[config.mk]
export PLATFORM = sky130hd
export DESIGN_NAME = sort_pkt_framer
export DESIGN_NICKNAME = d
export VERILOG_FILES = /design/src/rtl/sort_pkt_framer.sv
export SDC_FILE = /design/constraint.sdc
export NUM_CORES = 1
export LEC_CHECK = 0
export CORE_MARGIN = 3
export CORE_UTILIZATION = 57
export CTS_BUF_LIST = sky130_fd_sc_hd__clkbuf_2 sky130_fd_sc_hd__clkbuf_4 sky130_fd_sc_hd__clkbuf_8
export DETAILED_ROUTE_END_ITERATION = 12
export MAX_ROUTING_LAYER = met4
export PLACE_DENSITY = 0.89
export SLEW_MARGIN = 15
export SYNTH_ARGS = -nofsm -noshare
export SYNTH_HDL_FRONTEND = slang
export SYNTH_SLANG_ARGS = --single-unit
[constraint.sdc]
create_clock -name clk_i -period 3.55 [get_ports clk_i]
set_clock_uncertainty 0.05 [all_clocks]
set_input_delay 0.355 -clock clk_i [delete_from_list [all_inputs] [get_ports clk_i]]
set_output_delay 0.355 -clock clk_i [all_outputs]
set_load 0.05 [all_outputs]
[src/rtl/sort_pkt_framer.sv]
// rtl/sort_pkt_framer.sv - packet framing repair and MAXLEN splitting ahead of the sort engine
module sort_pkt_framer #(
    parameter int AWIDTH = 10,
    parameter int DWIDTH = 32
) (
    input  logic              clk_i,
    input  logic              rst_i,
    input  logic [DWIDTH-1:0] data_i,
    input  logic              sop_i,
    input  logic              eop_i,
    input  logic              val_i,
    output logic              ready_o,
    output logic [DWIDTH-1:0] data_o,
    output logic              sop_o,
    output logic              eop_o,
    output logic              val_o,
    input  logic              ready_i,
    output logic              err_orphan_o,
    output logic              err_nested_o,
    output logic              split_o,
    output logic [31:0]       pkt_cnt_o
);

    typedef enum logic [1:0] {IDLE, IN_PKT, SPLIT} state_t;

    localparam logic [AWIDTH:0] MAXLEN = (AWIDTH + 1)'(1) << AWIDTH;
    localparam logic [AWIDTH:0] ONE    = (AWIDTH + 1)'(1);

    state_t            state, state_nxt;
    logic [AWIDTH:0]   cnt, cnt_nxt;

    logic              emit, emit_sop, emit_eop;
    logic              orphan, nested, split;

    logic              out_val, out_sop, out_eop;
    logic [DWIDTH-1:0] out_data;
    logic              skid_val, skid_sop, skid_eop;
    logic [DWIDTH-1:0] skid_data;
    logic              skid_val_nxt;
    logic              ready_r;

    logic              accept, drain;

    // ready_r resets to 1 so the framer is ready the first cycle reset is released.
    assign ready_o = ready_r & ~rst_i;
    assign accept  = val_i & ready_o;
    assign drain   = out_val & ready_i;

    always_comb begin
        state_nxt = state;
        cnt_nxt   = cnt;
        emit      = 1'b0;
        emit_sop  = 1'b0;
        emit_eop  = 1'b0;
        orphan    = 1'b0;
        nested    = 1'b0;
        split     = 1'b0;
        if (accept) begin
            if (state == IDLE) begin
                if (!sop_i) begin
                    orphan = 1'b1;
                end else begin
                    emit     = 1'b1;
                    emit_sop = 1'b1;
                    cnt_nxt  = ONE;
                end
            end else begin
                emit = 1'b1;
                if (state == SPLIT) begin
                    emit_sop = 1'b1;
                    cnt_nxt  = ONE;
                end else begin
                    cnt_nxt = cnt + ONE;
                    nested  = sop_i;
                end
            end
            if (emit) begin
                if (eop_i) begin
                    emit_eop  = 1'b1;
                    state_nxt = IDLE;
                end else if (cnt_nxt == MAXLEN) begin
                    emit_eop  = 1'b1;
                    split     = 1'b1;
                    state_nxt = SPLIT;
                end else begin
                    state_nxt = IN_PKT;
                end
            end
        end
    end

    // The skid register only fills when the output register holds a word that is not leaving.
    assign skid_val_nxt = (emit && out_val && !drain) || (skid_val && !drain);

    always_ff @(posedge clk_i) begin
        if (rst_i) begin
            state        <= IDLE;
            cnt          <= '0;
            out_val      <= 1'b0;
            out_sop      <= 1'b0;
            out_eop      <= 1'b0;
            out_data     <= '0;
            skid_val     <= 1'b0;
            skid_sop     <= 1'b0;
            skid_eop     <= 1'b0;
            skid_data    <= '0;
            ready_r      <= 1'b1;
            err_orphan_o <= 1'b0;
            err_nested_o <= 1'b0;
            split_o      <= 1'b0;
            pkt_cnt_o    <= '0;
        end else begin
            state        <= state_nxt;
            cnt          <= cnt_nxt;
            err_orphan_o <= orphan;
            err_nested_o <= nested;
            split_o      <= split;
            ready_r      <= ~skid_val_nxt;

            if (drain && out_eop) begin
                pkt_cnt_o <= pkt_cnt_o + 32'd1;
            end

            if (emit && (!out_val || drain)) begin
                out_val  <= 1'b1;
                out_data <= data_i;
                out_sop  <= emit_sop;
                out_eop  <= emit_eop;
            end else if (drain) begin
                if (skid_val) begin
                    out_data <= skid_data;
                    out_sop  <= skid_sop;
                    out_eop  <= skid_eop;
                end else begin
                    out_val <= 1'b0;
                end
            end

            if (emit && out_val && !drain) begin
                skid_data <= data_i;
                skid_sop  <= emit_sop;
                skid_eop  <= emit_eop;
            end
            skid_val <= skid_val_nxt;
        end
    end

    assign val_o  = out_val;
    assign data_o = out_data;
    assign sop_o  = out_sop;
    assign eop_o  = out_eop;

endmodule

==> results of run 1 <==
-- final cells by class --
class,instances,share of cell area
flip-flops and latches,119,0.362
clock buffers,17,0.0356
multi-input cells,423,0.383
clock inverters,15,0.0219
repair buffers,115,0.172
inverters,9,0.00514
well taps,105,0.0200
-- worst max-delay path, delay by kind of cell, from the launching register on --
family | cells | cell delay, ns
compound gates | 2 | 0.26
fa+ha+maj | 1 | 0.27
simple gates | 4 | 1.24
flops | 1 | 0.41
-- sequential cells by signal, indices dropped and copies added, names as in the netlist, 2 cells and up --
signal     count
pkt_cnt_o     32
state          2
cnt           11
skid_data     32
data_o        32
-- routing by layer --
metal / wire length [um] / GRT usage / share of wire / vias up
met1: 5230 / 0.309 / 0.42 / 2180
met2: 6310 / 0.417 / 0.50 / 153
met3: 811 / 0.0671 / 0.065 / 17
li1: - / - / - / 2247
met5: 0 / - / 0 / -
met4: 172 / 0.0891 / 0.014 / 0
-- synth_stat cells, drive strengths merged (2+ instances only) --
master  count
nor3        5
a211oi     33
inv         9
and4        7
clkbuf     21
ha          2
nor2b       5
buf        16
mux2i      34
xor2       21
nand3      12
a31oi       4
and2        3
o21ai      17
a311oi      3
nand2      91
nand4      13
nand2b      2
a32oi       2
xnor2       5
and3        9
or3         7
dfxtp     119
nor4        5
o31ai       4
or2         2
o31a        2
a21oi      45
nor2       81
-- path summary, 6_finish.rpt --
check,from,cells after the start,slack [ns],to
setup / recovery,cnt[0]$_SDFFE_PP0P_,7,1.16,state[0]$_SDFFE_PP0P_
hold / removal,skid_data[23]$_SDFFE_PP0P_,2,0.41,skid_data[23]$_SDFFE_PP0P_
setup reg to reg,cnt[0]$_SDFFE_PP0P_,7,1.16,state[0]$_SDFFE_PP0P_
hold reg to reg,skid_data[23]$_SDFFE_PP0P_,2,0.41,skid_data[23]$_SDFFE_PP0P_
-- kinds of logic after synthesis --
group                    count (synthesis)  synth area share
XOR/XNOR                                26            0.0448
AND/OR/NAND/NOR                        244             0.229
AO/OA/AOI/OAI                          117             0.146
adder cells (fa/ha/maj)                  2           0.00492
multiplexers                            34            0.0669
buffers and inverters                   46            0.0403
flip-flops                             119             0.468
-- through the flow --
step                      instance area, um^2  instances  hold slack, ns
after floorplan                          5090        588           0.386
after global placement                   6200        771           0.390
after detailed placement                 6200        771           0.396
after CTS                                6580        803           0.396
after global routing                     6580        803           0.423
final                                    6580        803           0.406
-- power breakdown --
group	switching (mW)	internal [mW]	leakage (nW)
Sequential	0.0193	1.36	0.963
Combinational	0.187	0.115	1.10
Clock	0.592	0.565	0.180
==> key figures, run 1 <==
Run status
  – Outcome: complete, no violations

Clock tree
  – H-Tree Depth: 4
  – Clock transition at path regs: 0.08 ns
  – CTS hold repair buffers: 0
  – CTS sink cnt: 119
  – Clk root buf: clkbuf_8
  – CTS tree: built
  – Worst-skew pair later-pin latency: 0.43 ns
  – Clock Tree Buf Depth: 2
  – Post-CTS Setup Bufs: 0
  – CTS buffer count: 17
  – Cts repair resizes: 0

Synth
  – Syn nets: 628
  – Sequential cell area fraction in the yosys report: 0.468
  – Yosys warns: 0
  – Synth Area per Inst: 8.65 um^2
  – Post-synthesis cell area: 0.00509 mm^2
  – Post-synth top area cell: dfxtp_1
  – Register bit total from synthesis: 119
  – Async set or reset register ratio after synthesis: 0
  – Cells after synthesis: 588
  – Post-synthesis cell type count: 49
  – Synth top area cells: dfxtp_1 47%, nand2_1 6.7%, mux2i_1 6.7%
  – Post-synth EDFFs: 0
  – Top cell type's share of synthesized area: 0.468
  – Main synth FF type: dfxtp_1

Placement
  – GP Congestion: 0.853
  – Post-DP HPWL: 8.40 mm
  – Port buffer count: 108
  – Dpl ws: 1.02 ns

Routing
  – Routed Wire Length: 12.5 mm
  – DRC viols: 0
  – ANT nets after route: 0
  – Total number of vias: 4597
  – Via density per instance: 5.72
  – Iteration-0 DRC Markers: 225
  – 1st-pass router iterations: 5
  – Drt wl/cell: 15.6 um

Final layout
  – Fillers: 576
  – Area growth syn-to-layout: 29.2%
  – Nets: 725
  – Most common cell after layout, fill and taps aside: dfxtp_1
  – Share of post-route cells with drive strength above 1: 0.0788
  – Multi-input gate area: 0.00252 mm^2
  – Antenna fix cells: 0
  – Highest-count cells in the layout ignoring fill and taps: 119 x dfxtp_1, 107 x clkdlybuf4s50_1, 91 x nand2_1
  – Core Util, Final: 0.781
  – Register area: 0.00238 mm^2

Die
  – Top Ports: 109
  – Die ar.: 0.0101 mm^2
  – Die W: 100 um
  – Die height: 100 um
  – Row count: 33
  – Placeable core region: 0.00842 mm^2
  – Starting Density: 0.604

STA
  – Max Clk Rate: 0.418 GHz
  – Minimum clock period: 2.39 ns
  – RSZ-0062 raised after global routing: no
  – Final setup viols: 0
  – Max-slew headroom: 0.276
  – Final hold vios: 0
  – Fin. max-slew vios: 0
  – Final Cycle Share: 0.674
  – Worst Tran Pin Value: 1.09 ns
  – TNS Setup: 0 ns
  – Worst Setup Slack, final: 1.16 ns

Power and ir drop
  – Static leakage: 2.24 nW
  – Peak VDD IR: 455 uV
  – Pwr Density: 432 mW/mm^2
  – Overall power: 2.84 mW

Critical path
  – CP Cell Sequence: ha_1 > nand4_2 > or4_4 > o22a_1 > nor4_2 > and3_4 > a2111oi_2
  – WS Path Type: flip-flop to flip-flop
  – Delay of the slowest critical-path stage: 0.54 ns
  – CP max-delay cell: or4_4
  – CP Launch Type: flip-flop
  – Max Fanout on Critical Path: 6
  – Worst path required time: 3.75 ns
  – Crit end category: flip-flop
  – Worst path arrival time: 2.59 ns

GRT
  – Overflow after GRT: 0
  – Largest net degree at the start of global routing: 109
  – First-pass GRT wire length: 20.6 mm
  – Vias in the first global route: 4446
  – Total GRT Usage: 0.257
  – Initial antenna violation count: 0

Job
  – Max-cap viol count: 0

Hold path
  – Hold WC Path Type: flip-flop to flip-flop
(Power assumes the default switching activity.)
==> run 2, diff against run 1 <==
--- a/config.mk
+++ b/config.mk
@@ -6,11 +6,11 @@
 export NUM_CORES = 1
 export LEC_CHECK = 0
 export CORE_MARGIN = 3
-export CORE_UTILIZATION = 57
+export CORE_UTILIZATION = 53
 export CTS_BUF_LIST = sky130_fd_sc_hd__clkbuf_2 sky130_fd_sc_hd__clkbuf_4 sky130_fd_sc_hd__clkbuf_8
 export DETAILED_ROUTE_END_ITERATION = 12
 export MAX_ROUTING_LAYER = met4
-export PLACE_DENSITY = 0.89
+export PLACE_DENSITY = 0.84
 export SLEW_MARGIN = 15
 export SYNTH_ARGS = -nofsm -noshare
 export SYNTH_HDL_FRONTEND = slang
==> constraint.sdc (replaced) <==
create_clock -name clk_i -period 2.45 [get_ports clk_i]
set_clock_uncertainty 0.05 [all_clocks]
set_input_delay 0.245 -clock clk_i [delete_from_list [all_inputs] [get_ports clk_i]]
set_output_delay 0.245 -clock clk_i [all_outputs]
set_load 0.05 [all_outputs]
==> run 2 against run 1 <==
Effect of this change:
- clock power increased by 72%
- sequential share of layout area decreased by 1.2 points
- worst hold slack got worse by 0.12 ns
- wire length increased by 0.41%
- global-route usage decreased by 2.0 points
- flip-flop and latch count unchanged
- utilization decreased by 4.8 points
- via count decreased by 0.44%
- worst setup slack got worse by 1.1 ns
- first-iteration DRC count increased by 13%
- die area increased by 7.1%
==> key figures, run 2 (synthesis results as in run 1) <==
Run status
  – Outcome: complete, no violations (unchanged)

STA
  – Max Clk Rate: 0.426 GHz (was 0.418 GHz)
  – Fin. max-slew vios: 0 (unchanged)
  – Worst Setup Slack, final: 0.100 ns (was 1.16 ns)
  – Final setup viols: 0 (unchanged)
  – Final Cycle Share: 0.959 (was 0.674)
  – Final hold vios: 0 (unchanged)
  – Worst Tran Pin Value: 1.13 ns (was 1.09 ns)
  – Max-slew headroom: 0.249 (was 0.276)
  – Minimum clock period: 2.35 ns (was 2.39 ns)

GRT
  – Largest net degree at the start of global routing: 109 (unchanged)
  – Vias in the first global route: 4429 (was 4446)
  – First-pass GRT wire length: 20.7 mm (was 20.6 mm)
  – Total GRT Usage: 0.237 (was 0.257)
  – Overflow after GRT: 0 (unchanged)
  – Initial antenna violation count: 0 (unchanged)

Placement
  – Dpl ws: 0.0739 ns (was 1.02 ns)
  – GP Congestion: 0.853 (about the same)
  – Post-DP HPWL: 8.15 mm (was 8.40 mm)
  – Port buffer count: 108 (unchanged)

Routing
  – 1st-pass router iterations: 5 (unchanged)
  – Iteration-0 DRC Markers: 254 (was 225)
  – Via density per instance: 5.49 (was 5.72)
  – Routed Wire Length: 12.6 mm (was 12.5 mm)
  – ANT nets after route: 0 (unchanged)
  – Drt wl/cell: 15.1 um (was 15.6 um)
  – DRC viols: 0 (unchanged)
  – Total number of vias: 4577 (was 4597)

Clock tree
  – Clock Tree Buf Depth: 2 (unchanged)
  – Cts repair resizes: 0 (unchanged)
  – Clk root buf: clkbuf_8 (unchanged)
  – CTS tree: built (unchanged)
  – Worst-skew pair later-pin latency: 0.44 ns (was 0.43 ns)
  – H-Tree Depth: 4 (unchanged)
  – Clock transition at path regs: 0.06 ns (was 0.08 ns)
  – CTS hold repair buffers: 0 (unchanged)
  – CTS buffer count: 17 (unchanged)
  – Post-CTS Setup Bufs: 0 (unchanged)
  – CTS sink cnt: 119 (unchanged)

Die
  – Starting Density: 0.548 (was 0.604)
  – Die height: 104 um (was 100 um)
  – Row count: 35 (was 33)
  – Placeable core region: 0.00928 mm^2 (was 0.00842 mm^2)
  – Die ar.: 0.0108 mm^2 (was 0.0101 mm^2)
  – Die W: 104 um (was 100 um)
  – Top Ports: 109 (unchanged)

Critical path
  – Flop-to-flop setup slack: 0.10 ns (was 1.16 ns)
  – Path depth of the worst reg2reg path: 7 (unchanged)
  – Crit Reg-Reg Endpoint: state[0]$_SDFFE_PP0P_ (unchanged)
  – Max Fanout on Critical Path: 9 (was 6)
  – Worst path arrival time: 2.56 ns (was 2.59 ns)
  – R2r startpoint: state[0]$_SDFFE_PP0P_ (was cnt[0]$_SDFFE_PP0P_)
  – Worst path required time: 2.66 ns (was 3.75 ns)
  – WS Path Type: flip-flop to flip-flop (unchanged)
  – CP Cell Sequence: buf_4 > nand4_2 > or4_4 > o22a_1 > nor4_2 > and3_4 > a2111oi_2 (was ha_1 > nand4_2 > or4_4 > o22a_1 > nor4_2 > and3_4 > a2111oi_2)
  – CP Launch Type: flip-flop (unchanged)
  – CP max-delay cell: or4_4 (unchanged)
  – Buf/Inv on CP: 1 (was 0)
  – Crit path max-delay family: simple AND/OR/NAND/NOR gates (unchanged)
  – Crit end category: flip-flop (unchanged)
  – Delay of the slowest critical-path stage: 0.54 ns (about the same)

Hold path
  – WHS Endpoint: err_orphan_o$_SDFF_PP0_ (was skid_data[23]$_SDFFE_PP0P_)
  – Start point of the worst hold path: rst_i (was skid_data[23]$_SDFFE_PP0P_)
  – Hold WC Path Type: input port to flip-flop (was flip-flop to flip-flop)
  – Hold path cells: 4 (was 2)

Power and ir drop
  – Sw Ratio: 0.238 (was 0.281)
  – Overall power: 4.46 mW (was 2.84 mW)
  – Peak VDD IR: 455 uV (about the same)
  – Pwr Density: 655 mW/mm^2 (was 432 mW/mm^2)
  – Combinational share of power: 0.102 (was 0.106)
  – Sequential share of power: 0.449 (was 0.486)
  – P_sw: 1.06 mW (was 798 uW)
  – Int Pwr: 3.40 mW (was 2.04 mW)
  – Static leakage: 2.34 nW (was 2.24 nW)
  – Clock share of power: 0.450 (was 0.408)

Final layout
  – Register area: 0.00238 mm^2 (unchanged)
  – Most common cell after layout, fill and taps aside: dfxtp_1 (unchanged)
  – Fillers: 704 (was 576)
  – Share of post-route cells with drive strength above 1: 0.0895 (was 0.0788)
  – Highest-count cells in the layout ignoring fill and taps: 119 x dfxtp_1, 107 x clkdlybuf4s50_1, 91 x nand2_1 (unchanged)
  – Antenna fix cells: 0 (unchanged)
  – Nets: 732 (was 725)
  – Multi-input gate area: 0.00253 mm^2 (was 0.00252 mm^2)
  – Area growth syn-to-layout: 33.6% (was 29.2%)

Job
  – Max-cap viol count: 0 (unchanged)
-- run 2: how the worst max path moves through the flow --
stage | startpoint | end | cells past startpoint
final | state[0]$_SDFFE_PP0P_ | state[0]$_SDFFE_PP0P_ | 7
after global routing | state[0]$_SDFFE_PP0P_ | state[0]$_SDFFE_PP0P_ | 7
after CTS | cnt[0]$_SDFFE_PP0P_ | state[0]$_SDFFE_PP0P_ | 7
after detailed placement | val_i | data_o[26]$_SDFFE_PP0P_ | 7
after global placement | val_i | data_o[4]$_SDFFE_PP0P_ | 6
after floorplan | pkt_cnt_o[7]$_SDFFE_PP0P_ | pkt_cnt_o[19]$_SDFFE_PP0P_ | 6
-- run 2: cell type report --
type                    count  share of cell area
inverters                   9             0.00497
flip-flops and latches    119               0.350
repair buffers            122               0.183
clock inverters             7              0.0208
clock buffers              24              0.0458
multi-input cells         423               0.372
well taps                 129              0.0237
-- run 2: worst register-to-register path, delay by kind of cell, from the launching register on --
family | cells | cell delay, ns
AOI/OAI and AO/OA | 2 | 0.24
DFF | 1 | 0.49
and+or+nand+nor | 4 | 1.20
buffers and inverters | 1 | 0.21
-- run 2: stage by stage --
step	util	setup TNS (ns)	hold WS (ns)	std cells	instance area, um^2
5_1_grt	0.732	-0.00247	0.307	833	6800
6_report	0.732	0	0.289	833	6800
3_5_place_dp	0.683	0	0.396	802	6340
4_1_cts	0.732	0	0.255	833	6790
3_3_place_gp	0.680	-3.71	0.390	801	6310
2_1_floorplan	-	0	0.287	588	5090
-- run 2: routing by layer --
metal / routed length (um) / track usage
met2: 6350 / 0.389
met3: 675 / 0.0677
met5: 0 / -
met4: 181 / 0.0864
met1: 5360 / 0.277
-- run 2: power by group through the flow --
stage / combinational [mW] / sequential, mW / clock, mW
3_3_place_gp: 0.436 / 2.04 / 0
2_1_floorplan: 0.149 / 2.15 / 0
3_5_place_dp: 0.451 / 2.04 / 0
5_1_grt: 0.480 / 2.00 / 2.11
4_1_cts: 0.453 / 2.00 / 2.02
6_report: 0.452 / 2.00 / 2.00
==> run 3, diff against run 2 <==
--- a/config.mk
+++ b/config.mk
@@ -9,6 +9,7 @@
 export CORE_UTILIZATION = 53
 export CTS_BUF_LIST = sky130_fd_sc_hd__clkbuf_2 sky130_fd_sc_hd__clkbuf_4 sky130_fd_sc_hd__clkbuf_8
 export DETAILED_ROUTE_END_ITERATION = 12
+export GPL_ROUTABILITY_DRIVEN = 0
 export MAX_ROUTING_LAYER = met4
 export PLACE_DENSITY = 0.84
 export SLEW_MARGIN = 15
==> results of run 3 <==
No change in the layout: final DEF, timing and power equal those of run 2.
